**src/rtl/gpc_pkg.sv**
```systemverilog
// Shared GPU-core package.
// Holds the access-size encodings used across the load/store path and a
// helper that decides whether a (size, low address bits) pair is illegal.
package gpc_pkg;

    localparam logic [1:0] SIZE_B = 2'b00;
    localparam logic [1:0] SIZE_H = 2'b01;
    localparam logic [1:0] SIZE_W = 2'b10;

    // 1 when the access cannot be served: reserved size or misaligned address.
    function automatic logic access_err(input logic [1:0] size, input logic [1:0] alo);
        logic e;
        case (size)
            SIZE_B:  e = 1'b0;
            SIZE_H:  e = alo[0];
            SIZE_W:  e = (alo != 2'b00);
            default: e = 1'b1;
        endcase
        return e;
    endfunction

endpackage

```
**src/rtl/lsu_align.sv**
```systemverilog
// Combinational lane logic for the LSU.
//   size, uns, alo : access size, zero-extend select, address bits [1:0]
//   word           : word captured from memory
//   wdata          : right-aligned store data
//   ld_data        : extracted and extended load result
//   st_data        : captured word with the addressed lane(s) replaced
// Little-endian: byte lane = alo, half lane = alo[1].
module lsu_align
    import gpc_pkg::*;
#(
    parameter int WIDTH = 32
) (
    input  logic [1:0]       size,
    input  logic             uns,
    input  logic [1:0]       alo,
    input  logic [WIDTH-1:0] word,
    input  logic [WIDTH-1:0] wdata,
    output logic [WIDTH-1:0] ld_data,
    output logic [WIDTH-1:0] st_data
);

    logic [7:0]  b;
    logic [15:0] h;

    always_comb begin
        b       = word[{alo, 3'b000} +: 8];
        h       = word[{alo[1], 4'b0000} +: 16];
        ld_data = word;
        st_data = word;
        case (size)
            SIZE_B: begin
                ld_data = {{(WIDTH-8){~uns & b[7]}}, b};
                st_data[{alo, 3'b000} +: 8] = wdata[7:0];
            end
            SIZE_H: begin
                ld_data = {{(WIDTH-16){~uns & h[15]}}, h};
                st_data[{alo[1], 4'b0000} +: 16] = wdata[15:0];
            end
            default: ;
        endcase
    end

endmodule

```
**src/rtl/lsu.sv**
```systemverilog
// Load/store unit: one request in flight, single-cycle memory read port and
// full-word write port. Sub-word stores are read-modify-write (RD then WR).
//   req_*  : request handshake and fields (accepted in IDLE only)
//   resp_* : response handshake; rdata is 0 for stores and errors
//   mem_*  : memory ports; addresses/data are 0 whenever their strobe is 0
// rst is synchronous, active low; every output is forced to 0 while it is low.
module lsu
    import gpc_pkg::*;
#(
    parameter int WIDTH = 32
) (
    input  logic             clk,
    input  logic             rst,
    input  logic             req_valid,
    output logic             req_ready,
    input  logic             req_wen,
    input  logic [1:0]       req_size,
    input  logic             req_unsigned,
    input  logic [WIDTH-1:0] req_addr,
    input  logic [WIDTH-1:0] req_wdata,
    output logic             resp_valid,
    input  logic             resp_ready,
    output logic [WIDTH-1:0] resp_rdata,
    output logic             resp_err,
    output logic             mem_ren,
    output logic [WIDTH-1:0] mem_raddr,
    input  logic [WIDTH-1:0] mem_rdata,
    output logic             mem_wen,
    output logic [WIDTH-1:0] mem_waddr,
    output logic [WIDTH-1:0] mem_wdata
);

    typedef enum logic [1:0] {IDLE, RD, WR, RESP} state_t;

    typedef struct packed {
        logic             wen;
        logic [1:0]       size;
        logic             uns;
        logic             err;
        logic [WIDTH-1:0] addr;
        logic [WIDTH-1:0] wdata;
    } req_t;

    state_t           state_q, state_d;
    req_t             req_q;
    logic [WIDTH-1:0] word_q;
    logic [WIDTH-1:0] ld_data, st_data;
    logic [WIDTH-1:0] waligned;
    logic             new_err;

    assign new_err  = access_err(req_size, req_addr[1:0]);
    assign waligned = {req_q.addr[WIDTH-1:2], 2'b00};

    lsu_align #(.WIDTH(WIDTH)) u_align (
        .size    (req_q.size),
        .uns     (req_q.uns),
        .alo     (req_q.addr[1:0]),
        .word    (word_q),
        .wdata   (req_q.wdata),
        .ld_data (ld_data),
        .st_data (st_data)
    );

    always_ff @(posedge clk) begin
        if (!rst) state_q <= IDLE;
        else      state_q <= state_d;
    end

    always_comb begin
        state_d    = state_q;
        req_ready  = 1'b0;
        resp_valid = 1'b0;
        resp_rdata = '0;
        resp_err   = 1'b0;
        mem_ren    = 1'b0;
        mem_raddr  = '0;
        mem_wen    = 1'b0;
        mem_waddr  = '0;
        mem_wdata  = '0;
        // Gate on rst so outputs drop to 0 in the same cycle reset is seen.
        if (rst) begin
            case (state_q)
                IDLE: begin
                    req_ready = 1'b1;
                    if (req_valid) begin
                        if (new_err)                             state_d = RESP;
                        else if (!req_wen || req_size != SIZE_W) state_d = RD;
                        else                                     state_d = WR;
                    end
                end
                RD: begin
                    mem_ren   = 1'b1;
                    mem_raddr = waligned;
                    state_d   = req_q.wen ? WR : RESP;
                end
                WR: begin
                    mem_wen   = 1'b1;
                    mem_waddr = waligned;
                    mem_wdata = (req_q.size == SIZE_W) ? req_q.wdata : st_data;
                    state_d   = RESP;
                end
                RESP: begin
                    resp_valid = 1'b1;
                    resp_err   = req_q.err;
                    resp_rdata = (req_q.err || req_q.wen) ? '0 : ld_data;
                    if (resp_ready) state_d = IDLE;
                end
                default: state_d = IDLE;
            endcase
        end
    end

    always_ff @(posedge clk) begin
        if (!rst) begin
            req_q  <= '0;
            word_q <= '0;
        end else begin
            if (req_valid && req_ready) begin
                req_q.wen   <= req_wen;
                req_q.size  <= req_size;
                req_q.uns   <= req_unsigned;
                req_q.err   <= new_err;
                req_q.addr  <= req_addr;
                req_q.wdata <= req_wdata;
            end
            if (state_q == RD) word_q <= mem_rdata;
        end
    end

endmodule

```
**config.mk**
```make
export PLATFORM = sky130hd
export DESIGN_NAME = lsu
export DESIGN_NICKNAME = d
export VERILOG_FILES = /design/src/rtl/gpc_pkg.sv /design/src/rtl/lsu_align.sv /design/src/rtl/lsu.sv
export SDC_FILE = /design/constraint.sdc
export NUM_CORES = 1
export LEC_CHECK = 0
export CAP_MARGIN = 40
export CORE_MARGIN = 10
export CORE_UTILIZATION = 48
export CTS_CLUSTER_SIZE = 28
export DETAILED_ROUTE_END_ITERATION = 16
export GPL_ROUTABILITY_DRIVEN = 0
export HOLD_SLACK_MARGIN = 0.03
export PLACE_DENSITY_LB_ADDON = 0.3
export SYNTH_ARGS = -nofsm -noshare
export SYNTH_HDL_FRONTEND = slang
export SYNTH_SLANG_ARGS = --single-unit
```
**constraint.sdc**
```tcl
create_clock -name clk -period 5.3 [get_ports clk]
set_input_delay 0.795 -clock clk [delete_from_list [all_inputs] [get_ports clk]]
set_output_delay 0.795 -clock clk [all_outputs]
set_load 0.03 [all_outputs]
```
; Word level (Yosys, flattened, before mapping)
; Index checks and enable logic that the tools add are counted.
[word_totals]
regBits = 103
inputBits = 104
wordCells = 69
[op_classes]
addsub = 2
n_eq_ne = 10
shifts = 6
n_mux = 31
bitwise = 3
reduce_logical = 9
[op_table]
columns = operator, n
row1 = $mux 32, 10
row2 = $pmux 32 s2, 2
row3 = $bwmux 32, 2
row4 = $shift 16x7->32 const A, 1
row5 = $shift 8x7->32 const A, 1
row6 = $shiftx 16x7->32, 1
row7 = $shiftx 32x6->16, 1
row8 = $shiftx 32x6->8, 1
row9 = $shiftx 8x7->32, 1
row10 = $neg 5->7, 2
row11 = $mux 1, 11
row12 = $eq 2x2->1 const B, 4
row13 = $mux 2, 4
row14 = $pmux 2 s4, 1
row15 = $eq 2x1->1 const B, 3
row16 = $logic_not 2->1, 3
row17 = $ne 2x2->1 const B, 3
row18 = $pmux 1 s3, 1
row19 = $and 1x1->1, 2
row20 = $logic_or 1x1->1, 2
row21 = $reduce_and 2->1, 1
row22 = $reduce_bool 2->1, 1
row23 = $logic_and 1x1->1, 1
row24 = $logic_not 1->1, 1
row25 = $not 1->1, 1

; Logic depth before layout (Yosys ltp)
[depth]
word_depth = 7
depth_mapped = 9

; Hierarchy
; A second synthesis with hierarchy kept.
[unflattened]
cells_unflattened = 983
hier_area_um2 = 6822.8
[modules_own_cells]
columns = mod, instances, cells_per_inst, area_each_um2, seq_area_each_um2
row1 = lsu, 1, 659, 4911.0, 2062.0
row2 = lsu_align, 1, 324, 1911.8, 0.0

; Worst setup path after synthesis
; Ideal clock, no wire load.
[synth_path]
kind = reg2out
startpoint = reg req_q[33] (netlist bit)
endpoint = out mem_wdata[25]
arrival_time_ps = 2315
setup_slack_ps = 2190
path_stages_with_launch = 10
path_cell_list = dfxtp_1 > buf_6 > inv_1 > clkbuf_1 > ha_1 > nor3b_1 > and3b_1 > clkbuf_1 > a222oi_1 > a21oi_1
[synth_via]
elab_chain_cells = 7
[synth_lines]
columns = element, line_no
row1 = "start, declared", lsu.sv:45  ; req_t req_q;
row2 = $neg 5->7 (on tied branches), "lsu_align.sv:37, lsu_align.sv:33"
row3 = "$shiftx 16x7->32, or another cell as far along", lsu_align.sv:37  ; st_data[{alo[1], 4'b0000} +: 16] = wdata[15:0];
row4 = $bwmux 32 (on tied branches), "lsu_align.sv:37, lsu_align.sv:33"
row5 = $pmux 32 s2 (*), lsu_align.sv:30  ; case (size)
row6 = $mux 32 (*), lsu.sv:99  ; mem_wdata = (req_q.size == SIZE_W) ? req_q.wdata : st_data;
row7 = $mux 32 (*), lsu.sv:82  ; case (state_q)
row8 = $mux 32 (*), lsu.sv:81  ; if (rst) begin
row9 = "end, declared", lsu.sv:30  ; output logic [WIDTH-1:0] mem_wdata
; Mark *: on every way between the ends. The rest lies on a longest branch, timed or not.

; Final worst setup path
[layout_path]
startpoint = reg req_q[33] (netlist bit)
endpoint = out mem_wdata[24]
; Same word-level chain as after synthesis.

==> impl_metrics.toml <==
[synth]
syn_area_per_cell_um2 = 7.46
synth_edf_count = 0
synth.most_common_cell = "nand2_1"
async_flop_share_pct = 0
synth_top_area_cell = "dfxtp_1"
ys_warn_count = 0
ys.flop_type = "dfxtp_1"
synth_seq_cells = 103
synth_area_leaders = "dfxtp_1 (34%), nand2_1 (12%), o21ai_0 (6.8%), mux2i_1 (6.6%), and3_1 (6.4%)"
synth.cell_area_um2 = 6110
ys_seq_area_share_pct = 33.8
ys_types = 50
ys_top_cells_by_count = "nand2_1 (200), dfxtp_1 (103), o21ai_0 (83)"
yosysTopAreaCellShare_pct = 33.8
syn_inst = 819

[route]
routed_wl_mm = 22.8
dr.first_iter.drc_count = 747
detail_route.wl_per_cell_um = 19.4
via_per_inst = 5.60
detail-route-antenna-nets = 0
dr.pass1.iters = 6
drc = 0
vias = 6591

[floorplanning]
rows = 41
die_w_um = 133
die_y_um = 133
pin_count = 237
initial_core_util_pct = 48.8
core_um2 = 12500
die_area_um2 = 17600

[worst_setup_path]
critPathKind = "reg2out"
start_kind = "flip-flop"
crit_fanout = 29
end_kind = "output pin"
crit_required_ps = 4510
arrival_ps = 4030

[sta]
whs_ps = 461
tns_ps = 0
finalSetupViolCount = 0
hold_violations = 0
rsz0062_at_grt = "false"
drv_slew = 0
maxSlewHeadroom_pct = 37.0
min_period_ps = 4830
worstMarginPinSlew_ps = 944
period_share_pct = 91.0
max_freq_mhz = 207
fin_skew_ps = 5.75

[clock_network]
cts-root-buf = "clkbuf_16"
htree_levels = 3
cts.sinks = 103
cts_resized = 0
cts.clk_slew.worst_paths_ps = 70
cts_buffer_depth = 2
cts_tree = "yes"
cts_buffers = 9
clk-insertion-delay-late_ps = 360
postCtsHoldBufs = 0
post_cts_buffers = 0

[power_and_ir_drop]
ir_worst_vdd_uv = 281
leakage_uw = 0.00333
p_per_area_nw_per_um2 = 362

[layout]
n_fill_cell = 1107
areaGrowthSynthToFinish_pct = 42.5
drive_above_1_share_pct = 4.49
fin_cells = 1177
multi_input_area_um2 = 3600
nNetsFinal = 1112
register_area_um2 = 2060
fin_util_pct = 69.5

[global_route]
track_usage_pct = 25.2
antenna_found_initial = 2
gr-total-overflow = 0
grt_max_degree = 99
grt_pass1_wl_mm = 36.0
grt_pass1_vias = 6393

[placement]
place_hpwl_mm = 17.1
placedCellCount = 1159
numPortBuffers = 232

[run_status]
status = "complete, no violations"

[job]
cap_violations = 0

[worst_hold_path]
hp-class = "reg2reg"
-- report_power, final --
| part | internal, µW | switching [µW] |
|---|---|---|
| registers | 950 | 260 |
| logic | 535 | 715 |
| clock network | 372 | 319 |
| total | 1860 | 1290 |
-- per-layer routing --
| layer | vias to the layer above | track usage [%] | routed length (µm) | part of all wire [%] |
|---|---|---|---|---|
| li1 | 3190 | - | - | - |
| met1 | 3006 | 29.2 | 8830 | 39 |
| met2 | 337 | 39.2 | 10400 | 46 |
| met3 | 58 | 11.9 | 2800 | 12 |
| met4 | 0 | 10.1 | 724 | 3.2 |
| met5 | - | 0 | 0 | 0 |
-- layout by cell type, fill, tap and decap left out, types with 16 or more instances in the layout --
cell               n
nand2b_1          19
inv_1             30
a21oi_1           22
and3_1            61
clkdlybuf4s50_1  231
nand2_1          200
a222oi_1          16
mux2i_1           40
nor2_1            55
o31ai_1           16
o21ai_0           83
dfxtp_1          103
-- sequential cells by signal (all words and copies together), names as in the netlist --
register,count
req_q,69
word_q,32
state_q,2
-- final timing paths --
path	startpoint	to	slack, ps	cells past startpoint
min	req_q[18]	req_q[18]	460	2
min reg2reg	req_q[18]	req_q[18]	460	2
max reg2reg	state_q[0]	req_q[5]	3000	6
max	req_q[33]	mem_wdata[24]	470	7
-- worst max-delay path, stage by stage, from the launching register on --
cell	delay [ps]
dfxtp_1	940
inv_1	550
ha_1	380
nor3b_1	370
and3b_1	390
a222oi_1	170
a21oi_1	170
clkdlybuf4s50_1	710
-- final cells by class --
class                   instances  share of cell area, %
multi-input cells             613                   41.4
repair buffers                240                   27.6
flip-flops and latches        103                   23.7
clock buffers                   9                   2.59
well taps                     172                   2.47
inverters                      31                   1.34
clock inverters                 7                  0.920
diodes                          2                 0.0575
-- cell families (layout without fill, tap and decap cells) --
group           count (synthesis)  in the layout  share of synthesized area, %
compound gates                184            184                          19.4
other cells                     1              6                        0.0614
flops                         103            103                          33.8
simple gates                  366            366                          27.5
buf+inv                       106            287                          7.60
mux                            49             49                          9.57
fa+ha+maj                      10             10                          2.05
-- metrics by stage --
stage	total power [µW]	cell area (µm²)	setup slack (ps)
final	3150	8700	475
after global routing	3350	8700	149
after CTS	3160	8690	563
after detailed placement	2460	8390	973
after global placement	2430	8360	1060
after floorplan	2020	6120	2190
No activity file was read; power rests on OpenSTA's default activity.
